===== config.mk =====
export PLATFORM = sky130hd
export DESIGN_NAME = tri_bus_arbiter
export DESIGN_NICKNAME = d
export VERILOG_FILES = /design/src/rtl/tri_bus_pkg.sv /design/src/rtl/tri_bus_arbiter_rr_pick.sv /design/src/rtl/tri_bus_arbiter.sv
export SDC_FILE = /design/constraint.sdc
export NUM_CORES = 1
export LEC_CHECK = 0
export CAP_MARGIN = 15
export CELL_PAD_IN_SITES_DETAIL_PLACEMENT = 2
export CELL_PAD_IN_SITES_GLOBAL_PLACEMENT = 2
export CORE_ASPECT_RATIO = 1.25
export CORE_MARGIN = 2
export CORE_UTILIZATION = 28
export DETAILED_ROUTE_END_ITERATION = 16
export GPL_ROUTABILITY_DRIVEN = 0
export PLACE_DENSITY = 0.83
export SLEW_MARGIN = 20
export SYNTH_ARGS = -nofsm -noshare
export SYNTH_HDL_FRONTEND = slang
export SYNTH_SLANG_ARGS = --single-unit

===== constraint.sdc =====
create_clock -name clk -period 1.7 [get_ports clk]
set_input_delay 0.34 -clock clk [delete_from_list [all_inputs] [get_ports clk]]
set_output_delay 0.34 -clock clk [all_outputs]
set_load 0.01 [all_outputs]

===== src/rtl/tri_bus_pkg.sv =====
// tri_bus_pkg: shared types, default parameters and grant decode for the tri-bus arbiter.
package tri_bus_pkg;
  localparam int NREQ_DEF = 4;
  localparam int MAX_HOLD_DEF = 4;
  localparam int TURN_CYC_DEF = 2;
  typedef enum logic [1:0] {IDLE, DRIVE, TURN} state_t;
  function automatic logic [15:0] onehot(input logic [3:0] idx);
    return 16'(1) << idx;
  endfunction
endpackage


===== src/rtl/tri_bus_arbiter_rr_pick.sv =====
// rr_pick: combinational round-robin picker, first set req bit at or above ptr with wrap.
module rr_pick
  import tri_bus_pkg::*;
#(
  parameter int NREQ = NREQ_DEF,
  localparam int OW = $clog2(NREQ)
) (
  input  logic [NREQ-1:0] req,
  input  logic [OW-1:0]   ptr,
  output logic            valid,
  output logic [OW-1:0]   idx
);
  logic [OW-1:0] j;
  always_comb begin
    valid = 1'b0;
    idx = '0;
    j = '0;
    for (int k = NREQ - 1; k >= 0; k--) begin
      j = OW'((int'(ptr) + k) % NREQ);
      if (req[j]) begin
        valid = 1'b1;
        idx = j;
      end
    end
  end
endmodule


===== src/rtl/tri_bus_arbiter.sv =====
// tri_bus_arbiter: round-robin owner controller for a shared wired bus with bounded hold and float gap.
module tri_bus_arbiter
  import tri_bus_pkg::*;
#(
  parameter int NREQ = NREQ_DEF,
  parameter int MAX_HOLD = MAX_HOLD_DEF,
  parameter int TURN_CYC = TURN_CYC_DEF,
  localparam int OW = $clog2(NREQ)
) (
  input  logic            clk,
  input  logic            rst,
  input  logic [NREQ-1:0] req,
  output logic [NREQ-1:0] gnt,
  output logic [NREQ-1:0] oe,
  output logic [OW-1:0]   owner,
  output logic            busy,
  output logic            preempt
);
  localparam int HW = MAX_HOLD > 0 ? $clog2(MAX_HOLD + 1) : 1;
  state_t state_q, state_d;
  logic [OW-1:0] owner_q, owner_d, ptr_q, ptr_d, pick_idx, nxt;
  logic [HW-1:0] hold_q, hold_d;
  logic [3:0] turn_q, turn_d;
  logic [NREQ-1:0] gnt_q, gnt_d;
  logic busy_q, busy_d, preempt_q, preempt_d, pick_valid, rel, lim;
  rr_pick #(.NREQ(NREQ)) u_pick (
    .req  (req),
    .ptr  (ptr_q),
    .valid(pick_valid),
    .idx  (pick_idx)
  );
  assign rel = !req[owner_q];
  assign lim = (MAX_HOLD != 0) && (hold_q == HW'(MAX_HOLD));
  assign nxt = (owner_q == OW'(NREQ - 1)) ? '0 : owner_q + 1'b1;
  always_comb begin
    state_d = state_q;
    owner_d = owner_q;
    ptr_d = ptr_q;
    hold_d = hold_q;
    turn_d = turn_q;
    preempt_d = 1'b0;
    case (state_q)
      IDLE: if (pick_valid) begin
        state_d = DRIVE;
        owner_d = pick_idx;
        hold_d = HW'(1);
      end
      DRIVE: if (rel || lim) begin
        state_d = TURN;
        turn_d = 4'd1;
        ptr_d = nxt;
        hold_d = '0;
        preempt_d = !rel;
      end else if (MAX_HOLD != 0) begin
        hold_d = hold_q + 1'b1;
      end
      TURN: if (turn_q == 4'(TURN_CYC)) begin
        state_d = pick_valid ? DRIVE : IDLE;
        owner_d = pick_valid ? pick_idx : owner_q;
        hold_d = HW'(1);
        turn_d = '0;
      end else begin
        turn_d = turn_q + 4'd1;
      end
      default: state_d = IDLE;
    endcase
    gnt_d = (state_d == DRIVE) ? NREQ'(onehot(4'(owner_d))) : '0;
    busy_d = state_d != IDLE;
  end
  always_ff @(posedge clk) begin
    if (rst) begin
      state_q <= IDLE;
      owner_q <= '0;
      ptr_q <= '0;
      hold_q <= '0;
      turn_q <= '0;
      gnt_q <= '0;
      busy_q <= 1'b0;
      preempt_q <= 1'b0;
    end else begin
      state_q <= state_d;
      owner_q <= owner_d;
      ptr_q <= ptr_d;
      hold_q <= hold_d;
      turn_q <= turn_d;
      gnt_q <= gnt_d;
      busy_q <= busy_d;
      preempt_q <= preempt_d;
    end
  end
  // oe and gnt share one flop: they are identical outside DRIVE (both zero) and equal inside it
  assign gnt = gnt_q;
  assign oe = gnt_q;
  assign owner = owner_q;
  assign busy = busy_q;
  assign preempt = preempt_q;
endmodule


==> results of run 1 <==
## report_power, final
part	internal [mW]	switching, mW	leakage (nW)	total [mW]
Combinational	0.382	0.373	0.456	0.755
Sequential	0.516	0.0708	0.159	0.586
Clock	0.166	0.178	0.0217	0.345
Total	1.06	0.622	0.636	1.69
## cell usage after synthesis, drive strengths merged, types with 2 or more instances
cell type | number | share of area, %
nand2b | 5 | 3.1
nor2b | 2 | 1.2
mux2i | 2 | 2.0
a22o | 2 | 1.7
mux2 | 2 | 2.2
ha | 5 | 6.2
and4b | 2 | 2.0
dfxtp | 19 | 37
nand2 | 5 | 1.8
nand4b | 2 | 1.7
a21oi | 9 | 4.4
o21ai | 3 | 1.5
a311oi | 2 | 1.7
clkbuf | 2 | 0.74
a211oi | 5 | 4.7
inv | 6 | 2.2
nor2 | 11 | 4.1
a31oi | 2 | 1.2
buf | 5 | 3.3
## worst max-delay path by stage
| stage | endpoint | start | depth (start not counted) |
|---|---|---|---|
| 2_1_floorplan | gnt[0] | turn_q[0] | 6 |
| 3_3_place_gp | gnt[2] | req[0] | 7 |
| 3_5_place_dp | gnt[3] | req[0] | 7 |
| 4_1_cts | gnt[0] | turn_q[0] | 6 |
| 5_1_grt | gnt[0] | turn_q[0] | 6 |
| 6_report | gnt[0] | turn_q[0] | 6 |
## stage by stage
stage	area (um2)	setup WS [ns]	utilization, %
global placement	1360	-0.391	38.9
floorplan	1040	-0.114	-
CTS	1540	-0.211	44.1
finish	1630	-0.232	46.7
detailed placement	1360	-0.425	38.9
global route	1630	-0.276	46.7
## logic make-up after synthesis
| group | after synthesis | share of synthesized area, % |
|---|---|---|
| DFF | 19 | 37.5 |
| and+or+nand+nor | 36 | 20.7 |
| AOI/OAI and AO/OA | 33 | 25.2 |
| buffers and inverters | 13 | 6.29 |
| muxes | 4 | 4.19 |
| adders and majority gates | 5 | 6.17 |
## cell type report
class                      instances  area share (%)
clock buffer                       3            2.54
tap                               39            3.00
inverter                           6            1.38
timing repair buffer              40            21.8
clock inverter                     1           0.462
sequential                        19            24.2
multi-input combinational         78            46.6
## worst reg2reg max path: cells and delay by family, from the launching register on
kind | cells | cell delay, ns
simple gates | 2 | 0.63
fa+ha+maj | 1 | 0.13
flops | 1 | 0.33
compound gates | 2 | 0.67
buf+inv | 1 | 0.07
## state kept, by name, indices dropped and copies added, names as in the netlist
name	flops
gnt	4
turn_q	4
hold_q	3
owner	2
ptr_q	2
state_q	2
busy	1
preempt	1
## routing by layer
metal	track usage (%)	routed length, um	vias to the layer above
li1	-	-	482
met1	19.5	1440	516
met2	37.9	2110	22
met3	3.25	100	8
met4	6.98	90	0
met5	0	0	-
## repair_timing
action | CTS | global route
pin swaps | 7 | 6
setup buffers | 3 | 1
gates resized for setup | 25 | 22
setup endpoints to repair | 16 | 20
==> flow_summary.ini, run 1 <==
[status]
result_of_the_run = finished, violations left
violations = setup timing

[setup_path]
crit_fanout = 4
worst_path_dominant_cell_family = compound AO/OA/AOI/OAI gates
worst_setup_path_end_kind = register
r2r_setup_slack_ns = -0.23
timing.critical_path.required_ns = 1.87
ff2ff_path_depth = 6
worst-setup-path-type = register to register
cp-start-kind = register
cp.arrival_ns = 2.10
timing.critical_path.slowest_stage_cell = sky130_fd_sc_hd__or3b_4
critical_path.n_buffers_inverters = 1
r2r_end = gnt[0]
worstPathCellList = inv_2 -> ha_4 -> or3b_4 -> a211o_1 -> o32a_1 -> and4b_1
r2r-start = turn_q[0]
worst_path_largest_cell_delay_ns = 0.43

[logic_synthesis]
netlist_area_um2 = 1010
synth-async-reset-ratio_pct = 0
synth-seq-cells = 19
postSynthNetCount = 121
dominantRegCellSynth = sky130_fd_sc_hd__dfxtp_1
postSynthCellCount = 110
syn_avg_cell_area_um2 = 9.22
yosysWarningCount = 0
synth-seq-area-share_pct = 37.5
synth_edf_count = 0
synth_cell_type_count = 40

[sta]
hold_viol_final = 0
timing_max_transition_violations_final = 0
fmax_achieved_mhz = 518
worst_slew_pin_slew_ns = 0.457
post-route-min-period_ns = 1.93
grt_setup_unrepaired = true
worst_slack_ns = -0.232
hold_slack_ns = 0.538
slew-limit-headroom_pct = 69.5
fin_worst_skew_ns = 0.00488
totalNegativeSetupSlack_ns = -1.05
setup_viol = 7
post-route-period-util_pct = 114

[clock_tree]
clock_slew_at_reported_path_ffs_ns = 0.08
tritoncts.num_buffers = 3
clock_sink_count = 19
clock_insertion_delay_at_the_later_pin_of_the_skew_report_ns = 0.27
ctsHoldBuffers = 0
cts_max_path_buffers = 2
root_buffer_cell = sky130_fd_sc_hd__clkbuf_8
cts_tree = done
ctsHtreeMaxLevel = 1

[placement]
placed_instance_count = 178
hpwlAfterDp_mm = 2.44
port-buffer-count = 17

[global_route]
grt_start_max_net_pins = 15
grt_antenna_before_repair = 0
global_route_wire_length_before_repair_mm = 5.87
globalRouteTotalUtil_pct = 19.2
number_of_global_route_vias_before_repair = 1146
gr-total-overflow = 0

[drt]
detailedRoute.firstPassIterationCount = 2
routed_wire_length_per_instance_um = 20.1
first_drt_iteration_drcs = 19
drt.antenna.violating_nets = 0
detail_route.drc_violations = 0
routed-via-count = 1028
routed_wl_mm = 3.74
post_drt_via_cell_ratio = 5.53

[layout]
commonest_cells_after_routing_fill_and_taps_aside = sky130_fd_sc_hd__buf_4 (20), sky130_fd_sc_hd__clkdlybuf4s50_1 (12), sky130_fd_sc_hd__dfxtp_1 (11)
areaGrowthSynthToFinish_pct = 60.3
layoutNonFillerInstCount = 186
num_antenna_cells = 0
area_of_the_multi_input_gates_um2 = 758
finalNetCount = 159
final-seq-area_um2 = 393
layout_commonest_cell = sky130_fd_sc_hd__buf_4
final_layout_size_suffix_gt1_share_pct = 43.5
nFillCells = 372

[worst_hold_path]
min_to = ptr_q[0]
timing.hold.worst.class = register to register
hold_start = ptr_q[0]
min_path_cells = 2

[floorplanning]
height_of_the_die_um = 71.3
core-area_um2 = 3480
design.die.area_um2 = 4120
placementRows = 24
die_width_um = 57.8
floorplan.initialDensity_pct = 29.1
io_pins = 18

[pwr]
vdd_drop_max_uv = 891
power.static_leakage_nw = 0.636
p_per_area_nw_per_um2 = 1040
power_mw = 1.69

[flow_run]
maxCapViolations = 0
Power figures use the tool's default switching activity.
==> inputs of run 2 (changes only) <==
Settings changed: PLACE_DENSITY 0.83 to default, PLACE_DENSITY_LB_ADDON from default to 0.1.
==> flow_summary.ini, run 2 (synthesis gave the netlist of run 1 again) <==
[drt]
routed_wl_mm = 3.50
drt.antenna.violating_nets = 0
routed-via-count = 1034
detail_route.drc_violations = 0
detailedRoute.firstPassIterationCount = 4
post_drt_via_cell_ratio = 5.33
first_drt_iteration_drcs = 11
routed_wire_length_per_instance_um = 18.0

[floorplanning]
placementRows = 24
core-area_um2 = 3480
die_width_um = 57.8
height_of_the_die_um = 71.3
floorplan.initialDensity_pct = 29.1
design.die.area_um2 = 4120
io_pins = 18

[layout]
final_design_area_no_fill_um2 = 1680
layout_commonest_cell = sky130_fd_sc_hd__buf_4
commonest_cells_after_routing_fill_and_taps_aside = sky130_fd_sc_hd__buf_4 (28), sky130_fd_sc_hd__dfxtp_1 (14), sky130_fd_sc_hd__clkdlybuf4s50_1 (13)
num_antenna_cells = 0
final_layout_size_suffix_gt1_share_pct = 45.2
areaGrowthSynthToFinish_pct = 65.1
post-route-util_pct = 48.1
finalNetCount = 167

[placement]
hpwlAfterDp_mm = 2.44
port-buffer-count = 17
placed_area_um2 = 1400
pre_cts_slack_ns = -0.484

[pwr]
p_comb_share_pct = 46.6
p_per_area_nw_per_um2 = 1020
vdd_drop_max_uv = 555
netSwitchingPower_mw = 0.601
power.static_leakage_nw = 0.658
power.clock.fraction_pct = 19.1
p_int_mw = 1.10
switching_share_pct = 35.3
power.share.sequential_pct = 34.2

[clock_tree]
clock_insertion_delay_at_the_later_pin_of_the_skew_report_ns = 0.26
ctsHoldBuffers = 0
ctsHtreeMaxLevel = 1
root_buffer_cell = sky130_fd_sc_hd__clkbuf_8
clock_slew_at_reported_path_ffs_ns = 0.07
tritoncts.num_buffers = 3
cts_tree = done
cts_max_path_buffers = 2
clock_sink_count = 19

[sta]
grt_setup_unrepaired = true
timing_max_transition_violations_final = 0
slew-limit-headroom_pct = 73.6
worst_slew_pin_slew_ns = 0.395
hold_viol_final = 0
post-route-min-period_ns = 1.91
setup_viol = 11
worst_slack_ns = -0.207
fin_worst_skew_ns = 0.00172
post-route-period-util_pct = 112
fmax_achieved_mhz = 524

[setup_path]
worstPathCellList = inv_2 -> ha_4 -> or3b_4 -> a211o_1 -> o32a_1 -> and4b_1
cp.arrival_ns = 2.06
timing.critical_path.required_ns = 1.85
worst-setup-path-type = register to register
cp-start-kind = register
timing.critical_path.slowest_stage_cell = sky130_fd_sc_hd__or3b_4
r2r-start = turn_q[0]
crit_fanout = 4
worst_setup_path_end_kind = register
startpoint = turn_q[0]
ff2ff_path_depth = 6
r2r_setup_slack_ns = -0.21
worst_path_largest_cell_delay_ns = 0.42
worstSetupEndpoint = gnt[0]
r2r_end = gnt[0]

[status]
violations = setup timing
result_of_the_run = finished, violations left

[worst_hold_path]
timing.hold.worst.class = register to register
hold_start = turn_q[3]
min_path_cells = 2

[global_route]
gr-total-overflow = 0
grt_start_max_net_pins = 11
global_route_wire_length_before_repair_mm = 5.92
globalRouteTotalUtil_pct = 18.4
number_of_global_route_vias_before_repair = 1191
grt_antenna_before_repair = 0

[flow_run]
maxCapViolations = 0
==> run 2: cell types whose count changed in the layout (fill, tap and decap cells not counted), sizes merged <==
cell | before | now
clkdlybuf4s50 | 12 | 13
buf | 23 | 31
clkinvlp | 1 | 0
clkbuf | 3 | 4
dlymetal6s2s | 2 | 1
==> run 2: worst min-delay path by stage <==
stage | slack, ns | end
finish | 0.60 | turn_q[3]
global route | 0.63 | turn_q[3]
CTS | 0.58 | ptr_q[0]
detailed placement | 0.53 | hold_q[2]
global placement | 0.51 | hold_q[2]
floorplan | 0.47 | turn_q[3]
==> run 2: timing repair <==
action                                 in CTS  in global routing
setup buffers                               2                  4
setup endpoints to repair                  16                 17
resized for setup                          28                 17
endpoints found under the hold margin       0                  0
pin swaps                                   6                  9
==> run 2: worst max-delay path: cells and delay by family, from the launching register on <==
kind,cells,cell delay [ns]
AOI/OAI and AO/OA,2,0.66
and+or+nand+nor,2,0.61
DFF,1,0.33
adders and majority gates,1,0.12
buffers and inverters,1,0.07
==> run 2: through the flow <==
step / hold WS [ns] / power [mW] / setup TNS [ns] / instances
floorplan: 0.470 / 0.884 / -0.197 / 110
global placement: 0.510 / 1.16 / -5.58 / 184
detailed placement: 0.530 / 1.19 / -6.31 / 184
CTS: 0.579 / 1.65 / -0.839 / 190
global route: 0.634 / 1.82 / -2.10 / 194
finish: 0.595 / 1.70 / -1.33 / 194
==> run 2: final cells by class <==
cell class / instances / area (um2)
Timing Repair Buffer: 48 / 413
Clock buffer: 4 / 45.0
Inverter: 6 / 22.5
Fill cell: 372 / 1810
Tap cell: 39 / 48.8
Sequential cell: 19 / 389
Multi-Input combinational cell: 78 / 757
==> run 2: layer usage <==
metal	vias up	share of wire, %	global-route usage (%)
li1	493	-	-
met1	524	38	20.0
met2	13	59	37.1
met3	4	2.1	1.81
met4	0	0.89	3.88
met5	-	0	0
==> run 2: power groups by stage <==
stage | combinational (mW) | sequential [mW] | clock, mW
global placement | 0.589 | 0.570 | 0
global route | 0.868 | 0.595 | 0.359
CTS | 0.733 | 0.579 | 0.338
finish | 0.794 | 0.583 | 0.326
floorplan | 0.301 | 0.583 | 0
detailed placement | 0.616 | 0.576 | 0
